### config.mk
export PLATFORM = sky130hd
export DESIGN_NAME = alu_arbiter
export DESIGN_NICKNAME = d
export VERILOG_FILES = /design/src/rtl/alu_pkg.sv /design/src/rtl/rr_arb2.sv /design/src/rtl/alu_arbiter.sv
export SDC_FILE = /design/constraint.sdc
export NUM_CORES = 1
export LEC_CHECK = 0
export CAP_MARGIN = 20
export CORE_UTILIZATION = 34
export CTS_CLUSTER_DIAMETER = 150
export CTS_CLUSTER_SIZE = 40
export DETAILED_ROUTE_END_ITERATION = 8
export GPL_TIMING_DRIVEN = 1
export PLACE_DENSITY_LB_ADDON = 0.08
export SKIP_LAST_GASP = 1
export SLEW_MARGIN = 25
export SYNTH_ARGS = -nofsm -noshare
export SYNTH_HDL_FRONTEND = slang
export SYNTH_SLANG_ARGS = --single-unit
### constraint.sdc
create_clock -name clk -period 1.78 [get_ports clk]
set_clock_uncertainty 0.2 [all_clocks]
set_input_delay 0.356 -clock clk [delete_from_list [all_inputs] [get_ports clk]]
set_output_delay 0.356 -clock clk [all_outputs]
set_load 0.02 [all_outputs]
### src/rtl/alu_pkg.sv
// -----------------------------------------------------------------------------
// alu_pkg
// Shared definitions for the ALU and for the logic that sits in front of it.
//   - ALU_* : ALUControl op codes understood by the ALU
//   - ST_*  : state encodings of the arbiter FSM, and state_t
//   - op_legal() : true for the six op codes the ALU implements
// No ports (package).
// -----------------------------------------------------------------------------
package alu_pkg;

  localparam int ALU_OPW = 3;

  localparam logic [ALU_OPW-1:0] ALU_AND = 3'b000;
  localparam logic [ALU_OPW-1:0] ALU_OR  = 3'b001;
  localparam logic [ALU_OPW-1:0] ALU_ADD = 3'b010;
  localparam logic [ALU_OPW-1:0] ALU_SUB = 3'b110;
  localparam logic [ALU_OPW-1:0] ALU_XOR = 3'b011;
  localparam logic [ALU_OPW-1:0] ALU_SLT = 3'b111;

  localparam logic [1:0] ST_IDLE = 2'd0;
  localparam logic [1:0] ST_EXEC = 2'd1;
  localparam logic [1:0] ST_RESP = 2'd2;

  typedef enum logic [1:0] {
    IDLE = ST_IDLE,
    EXEC = ST_EXEC,
    RESP = ST_RESP
  } state_t;

  // 100 and 101 are the only codes the ALU does not decode.
  function automatic logic op_legal(input logic [ALU_OPW-1:0] op);
    logic legal;
    case (op)
      ALU_AND, ALU_OR, ALU_ADD,
      ALU_SUB, ALU_XOR, ALU_SLT: legal = 1'b1;
      default:                   legal = 1'b0;
    endcase
    return legal;
  endfunction

endpackage

### src/rtl/rr_arb2.sv
// -----------------------------------------------------------------------------
// rr_arb2
// Two-way round-robin grant. Purely combinational: the caller owns the
// last_grant register and updates it when a grant is actually consumed.
//   valid      in  2  request valid per requester
//   last_grant in  1  index of the requester served most recently
//   gnt_valid  out 1  some requester is granted
//   gnt_idx    out 1  index of the granted requester (0 when none)
// -----------------------------------------------------------------------------
module rr_arb2 (
  input  logic [1:0] valid,
  input  logic       last_grant,
  output logic       gnt_valid,
  output logic       gnt_idx
);

  // Single requester wins outright; on contention the one not served last wins.
  always_comb begin
    gnt_valid = 1'b0;
    gnt_idx   = 1'b0;
    case (valid)
      2'b01: begin
        gnt_valid = 1'b1;
        gnt_idx   = 1'b0;
      end
      2'b10: begin
        gnt_valid = 1'b1;
        gnt_idx   = 1'b1;
      end
      2'b11: begin
        gnt_valid = 1'b1;
        gnt_idx   = ~last_grant;
      end
      default: begin
        gnt_valid = 1'b0;
        gnt_idx   = 1'b0;
      end
    endcase
  end

endmodule

### src/rtl/alu_arbiter.sv
// -----------------------------------------------------------------------------
// alu_arbiter
// Shares one combinational ALU between requester 0 (main datapath control)
// and requester 1 (branch/compare helper). One operation in flight at a time:
// IDLE (arbitrate/accept) -> EXEC (ALU evaluates) -> RESP (hold response).
//
// Ports
//   clk, reset_n                 clock (rising edge), async active-low reset
//   req_valid/req_ready  [1:0]   request handshake, bit i = requester i
//   req_a, req_b   [2*WIDTH]     operands, requester i at [i*WIDTH +: WIDTH]
//   req_op         [2*OPW]       ALUControl, requester i at [i*OPW +: OPW]
//   resp_valid/resp_ready [1:0]  response handshake, resp_valid is one-hot
//   resp_result, resp_zero       registered ALUResult / Zero (shared)
//   resp_err                     op code was 100 or 101
//   alu_srca, alu_srcb, alu_ctrl to the ALU (driven from issue registers)
//   alu_result, alu_zero         from the ALU
// -----------------------------------------------------------------------------
module alu_arbiter
  import alu_pkg::*;
#(
  parameter int WIDTH = 32,
  parameter int OPW   = 3
) (
  input  logic               clk,
  input  logic               reset_n,
  input  logic [1:0]         req_valid,
  output logic [1:0]         req_ready,
  input  logic [2*WIDTH-1:0] req_a,
  input  logic [2*WIDTH-1:0] req_b,
  input  logic [2*OPW-1:0]   req_op,
  output logic [1:0]         resp_valid,
  input  logic [1:0]         resp_ready,
  output logic [WIDTH-1:0]   resp_result,
  output logic               resp_zero,
  output logic               resp_err,
  output logic [WIDTH-1:0]   alu_srca,
  output logic [WIDTH-1:0]   alu_srcb,
  output logic [OPW-1:0]     alu_ctrl,
  input  logic [WIDTH-1:0]   alu_result,
  input  logic               alu_zero
);

  state_t             state_r;
  state_t             state_nxt_s;

  logic               gnt_valid_s;
  logic               gnt_idx_s;
  logic [1:0]         req_ready_s;
  logic               accept_s;
  logic               resp_hs_s;
  logic               op_legal_s;

  logic [WIDTH-1:0]   sel_a_s;
  logic [WIDTH-1:0]   sel_b_s;
  logic [OPW-1:0]     sel_op_s;

  logic [WIDTH-1:0]   a_r;
  logic [WIDTH-1:0]   b_r;
  logic [OPW-1:0]     op_r;
  logic               gnt_r;
  logic               last_grant_r;

  logic [1:0]         resp_valid_r;
  logic [WIDTH-1:0]   resp_result_r;
  logic               resp_zero_r;
  logic               resp_err_r;

  rr_arb2 u_rr_arb2 (
    .valid      (req_valid),
    .last_grant (last_grant_r),
    .gnt_valid  (gnt_valid_s),
    .gnt_idx    (gnt_idx_s)
  );

  // Only the granted requester sees ready, and only while the ALU is free.
  always_comb begin
    req_ready_s = 2'b00;
    if (state_r == IDLE && gnt_valid_s) begin
      req_ready_s[gnt_idx_s] = 1'b1;
    end else begin
      req_ready_s = 2'b00;
    end
  end

  assign req_ready = req_ready_s;
  assign accept_s  = |(req_valid & req_ready_s);
  // resp_ready of the requester not being served is deliberately ignored.
  assign resp_hs_s = (state_r == RESP) && resp_ready[gnt_r];

  // Operand mux for the granted requester.
  always_comb begin
    sel_a_s  = {WIDTH{1'b0}};
    sel_b_s  = {WIDTH{1'b0}};
    sel_op_s = {OPW{1'b0}};
    if (gnt_idx_s) begin
      sel_a_s  = req_a[2*WIDTH-1:WIDTH];
      sel_b_s  = req_b[2*WIDTH-1:WIDTH];
      sel_op_s = req_op[2*OPW-1:OPW];
    end else begin
      sel_a_s  = req_a[WIDTH-1:0];
      sel_b_s  = req_b[WIDTH-1:0];
      sel_op_s = req_op[OPW-1:0];
    end
  end

  // FSM state register.
  always_ff @(posedge clk or negedge reset_n) begin
    if (!reset_n) begin
      state_r <= IDLE;
    end else begin
      state_r <= state_nxt_s;
    end
  end

  // FSM next-state logic; EXEC always lasts exactly one cycle.
  always_comb begin
    state_nxt_s = state_r;
    case (state_r)
      IDLE: begin
        if (accept_s) begin
          state_nxt_s = EXEC;
        end else begin
          state_nxt_s = IDLE;
        end
      end
      EXEC: begin
        state_nxt_s = RESP;
      end
      RESP: begin
        if (resp_hs_s) begin
          state_nxt_s = IDLE;
        end else begin
          state_nxt_s = RESP;
        end
      end
      default: begin
        state_nxt_s = IDLE;
      end
    endcase
  end

  // Issue registers: sampled only at acceptance and held afterwards, so the
  // ALU inputs do not toggle outside EXEC.
  always_ff @(posedge clk or negedge reset_n) begin
    if (!reset_n) begin
      a_r          <= {WIDTH{1'b0}};
      b_r          <= {WIDTH{1'b0}};
      op_r         <= ALU_ADD;
      gnt_r        <= 1'b0;
      last_grant_r <= 1'b1;
    end else if (accept_s) begin
      a_r          <= sel_a_s;
      b_r          <= sel_b_s;
      op_r         <= sel_op_s;
      gnt_r        <= gnt_idx_s;
      last_grant_r <= gnt_idx_s;
    end
  end

  assign op_legal_s = op_legal(op_r);

  // Illegal codes are replaced by ADD so the ALU never reaches its default arm.
  assign alu_srca = a_r;
  assign alu_srcb = b_r;
  assign alu_ctrl = op_legal_s ? op_r : ALU_ADD;

  // Response registers: loaded at the end of EXEC, held until the handshake.
  always_ff @(posedge clk or negedge reset_n) begin
    if (!reset_n) begin
      resp_valid_r  <= 2'b00;
      resp_result_r <= {WIDTH{1'b0}};
      resp_zero_r   <= 1'b0;
      resp_err_r    <= 1'b0;
    end else if (state_r == EXEC) begin
      resp_valid_r  <= gnt_r ? 2'b10 : 2'b01;
      resp_result_r <= op_legal_s ? alu_result : {WIDTH{1'b0}};
      resp_zero_r   <= op_legal_s ? alu_zero : 1'b0;
      resp_err_r    <= ~op_legal_s;
    end else if (resp_hs_s) begin
      resp_valid_r  <= 2'b00;
    end
  end

  assign resp_valid  = resp_valid_r;
  assign resp_result = resp_result_r;
  assign resp_zero   = resp_zero_r;
  assign resp_err    = resp_err_r;

endmodule
==> PnR_summary.wiki <==
{| class="wikitable"
! Metric !! Value
|-
| Final Hold Fails || 0
|-
| Crit path launch type || flip-flop
|-
| Worst Setup EP || req_ready[1]
|-
| Global-route wire length before repair || 25.7 mm
|-
| Cell count after placement || 781
|-
| R2r startpoint || state_r[0]
|-
| Clock Latency Late Sink || 350 ps
|-
| Initial antenna violation count || 0
|-
| Final setup violation count || 64
|-
| Worst slack, placed || -579 ps
|-
| TritonCTS clock tree || yes
|-
| EDFF count, synth || 0
|-
| Core Rows || 41
|-
| Biggest area contributors in the synthesized netlist || dfrtp_1 58%, a221o_1 15%, o21a_1 11%, a22o_1 6.4%, buf_6 1.7%
|-
| Outcome || complete, but fails checks
|-
| Worst max-slew margin expressed relative to the limit || 0.701
|-
| Synthesized Nets || 517
|-
| Gate count after technology mapping || 344
|-
| Total negative setup slack || -3440 ps
|-
| Count of cells along the worst register-to-register path || 6
|-
| #FFs+latches synth || 107
|-
| Die height || 118 um
|-
| Post-Layout Inst Area || 8590 um^2
|-
| Clock root cell || clkbuf_16
|-
| Nets || 829
|-
| Maximum vdd ir drop || 0.000703 V
|-
| Die X || 118 um
|-
| DRT Pass-1 Iters || 4
|-
| Register-to-register setup slack || -90 ps
|-
| Post-layout total power || 15.6 mW
|-
| Origin of the worst setup path || state_r[0]
|-
| GRT Resource Usage Total || 0.243
|-
| Synth Flop Type || dfrtp_1
|-
| Final wirelength || 17.9 mm
|-
| Sequential fraction of the synthesis area || 0.591
|-
| Slew of the pin with the lowest slew margin || 448 ps
|-
| Maximum Capacitance Violations || 0
|-
| Routed vias/inst || 5.32
|-
| Largest net degree at the start of global routing || 35
|-
| Fill cell count || 1024
|-
| Initial Utilization || 0.354
|-
| Number of input and output port buffers inserted || 277
|-
| Met2 Resource Use GR || 0.402
|-
| Fmax || 0.530 GHz
|-
| Die outline area || 13800 um^2
|-
| Global routing usage on met1 || 0.304
|-
| Setup CP Type || flip-flop to output port
|-
| # diodes || 0
|-
| Layout cell share with drive strength beyond 1 || 0.148
|-
| Min setup slack post-route || -107 ps
|-
| P&R area growth vs syn || 89.4%
|-
| Pins over their slew limit || 0
|-
| Post-synth ARST share || 1.00
|-
| Warnings, synthesis || 0
|-
| Remaining global-route overflow || 0
|-
| Setup repair after global routing missed its margin || yes
|-
| Number of library cell types mapped by synthesis || 29
|-
| Type of destination of the critical path || output port
|-
| Global placer's final weighted congestion || 0.806
|-
| Non-filler instance count after layout || 833
|-
| Number of primary I/O pins || 278
|-
| GR met3 Demand/Resource || 0.0606
|-
| Residual DRC count || 0
|-
| Leak pwr || 3.92 nW
|-
| Clk pin slew, worst setup/hold paths || 70 ps
|-
| Count of nets left with antenna violations after detail routing || 0
|-
| Area of the mapped netlist || 4540 um^2
|-
| GR peak layer || met2
|-
| CP Data Arrival Time || 1330 ps
|-
| Share of the clock period used by the worst path || 1.06
|-
| Total CTS buffers || 9
|-
| Reg-to-reg endpoint || alu_srca[24]
|-
| Routed wire per std cell || 21.5 um
|-
| Area post-placement || 7660 um^2
|-
| 1st-iter DRT viols || 184
|-
| Critical Path Fanout Max || 3
|-
| Average cell area after synthesis || 13.2 um^2
|-
| Leading area contributor after synthesis || dfrtp_1
|-
| H-tree Lvls || 3
|-
| Placed wire-length estimate || 11.1 mm
|-
| Vias || 4429
|-
| Power per unit of standard cell area || 1820 nW/um^2
|-
| Violated checks || setup timing
|-
| Tightest Hold Check Type || input port to asynchronous set/reset pin
|-
| Clock buffer depth || 2
|-
| Via count of the first global-routing pass || 4533
|-
| Core Box Area || 12800 um^2
|-
| Sinks on Clock Net || 107
|-
| Worst Path Required || 1220 ps
|-
| Synth top area share || 0.579
|-
| Minimum period implied by the final worst setup slack || 1890 ps
|}
## Yosys cell counts (all sizes together), types with 2 or more instances
cell type  instances
o21ai              2
buf               18
dfstp              2
nand2              3
a21oi              5
inv                4
and3               2
clkbuf            20
o21a              67
a221o             67
nor2b              2
a22o              33
or2                2
a21o               2
dfrtp            105
nor2               2
## kinds of logic after synthesis
group           count (synthesis)  synth area share
compound gates                180             0.342
buf+inv                        42            0.0491
flops                         107             0.591
simple gates                   15            0.0185
## stage by stage
| step | hold WS (ps) | utilization |
|---|---|---|
| 2_1_floorplan | -140 | - |
| 3_3_place_gp | 120 | 0.597 |
| 3_5_place_dp | 124 | 0.597 |
| 4_1_cts | 290 | 0.649 |
| 5_1_grt | 320 | 0.670 |
| 6_report | 283 | 0.670 |
## repair_timing
item / in CTS / in global routing
setup endpoints to repair: 172 / 108
resized for setup: 156 / 14
hold endpoints to repair: 27 / 0
gates cloned: 11 / 11
pin swaps: 48 / 33
setup buffers: 8 / 10
hold buffers: 1 / 0
## registers in the layout, summed over array words and instances, names as in the netlist
name          flops
alu_srca         32
alu_srcb         32
resp_result      32
op_r              3
resp_valid        2
state_r           2
gnt_r             1
last_grant_r      1
resp_err          1
resp_zero         1
## layer usage
layer	up-vias	wire length, um
met5	-	0
met1	2206	7370
met2	194	8810
li1	2005	-
met4	0	409
met3	24	1280
## how the worst min path moves through the flow
stage,startpoint,end,slack (ps)
after CTS,reset_n,resp_result[27],290
final,reset_n,resp_result[27],280
after global placement,reset_n,resp_result[24],120
after detailed placement,reset_n,resp_result[27],120
after floorplan,reset_n,alu_srca[0],-140
after global routing,reset_n,resp_result[27],320
## area by class of cell
| cell class | count | area [um^2] | area share |
|---|---|---|---|
| Clock inverter | 6 | 87.6 | 0.0102 |
| Multi-Input combinational cell | 196 | 1700 | 0.197 |
| Inverter | 4 | 15.0 | 0.00175 |
| Clock buffer | 10 | 239 | 0.0278 |
| Timing Repair Buffer | 338 | 3660 | 0.426 |
| Sequential cell | 107 | 2680 | 0.312 |
| Tap cell | 172 | 215 | 0.0250 |
## cells in the final DEF (no fill, tap or decap), types with 4 or more instances in the layout
cell type / n
o21a_1: 67
clkbuf_16: 17
buf_16: 8
buf_12: 16
dlygate4sd2_1: 102
a21oi_1: 4
dfrtp_1: 105
a221o_1: 67
a22o_1: 33
clkdlybuf4s50_1: 169
buf_4: 16
buf_6: 15
## power breakdown
group,total [mW],switching (mW),leakage (nW),internal [mW]
Combinational,9.12,4.32,2.43,4.80
Sequential,4.28,0.672,1.33,3.61
Clock,2.20,0.929,0.163,1.27
## worst max-delay path, stage by stage (launching register included)
cell and delay, ps:
dfrtp_1 400, nor2_2 170, and3_4 240, buf_2 170
Power figures use the tool's default switching activity.
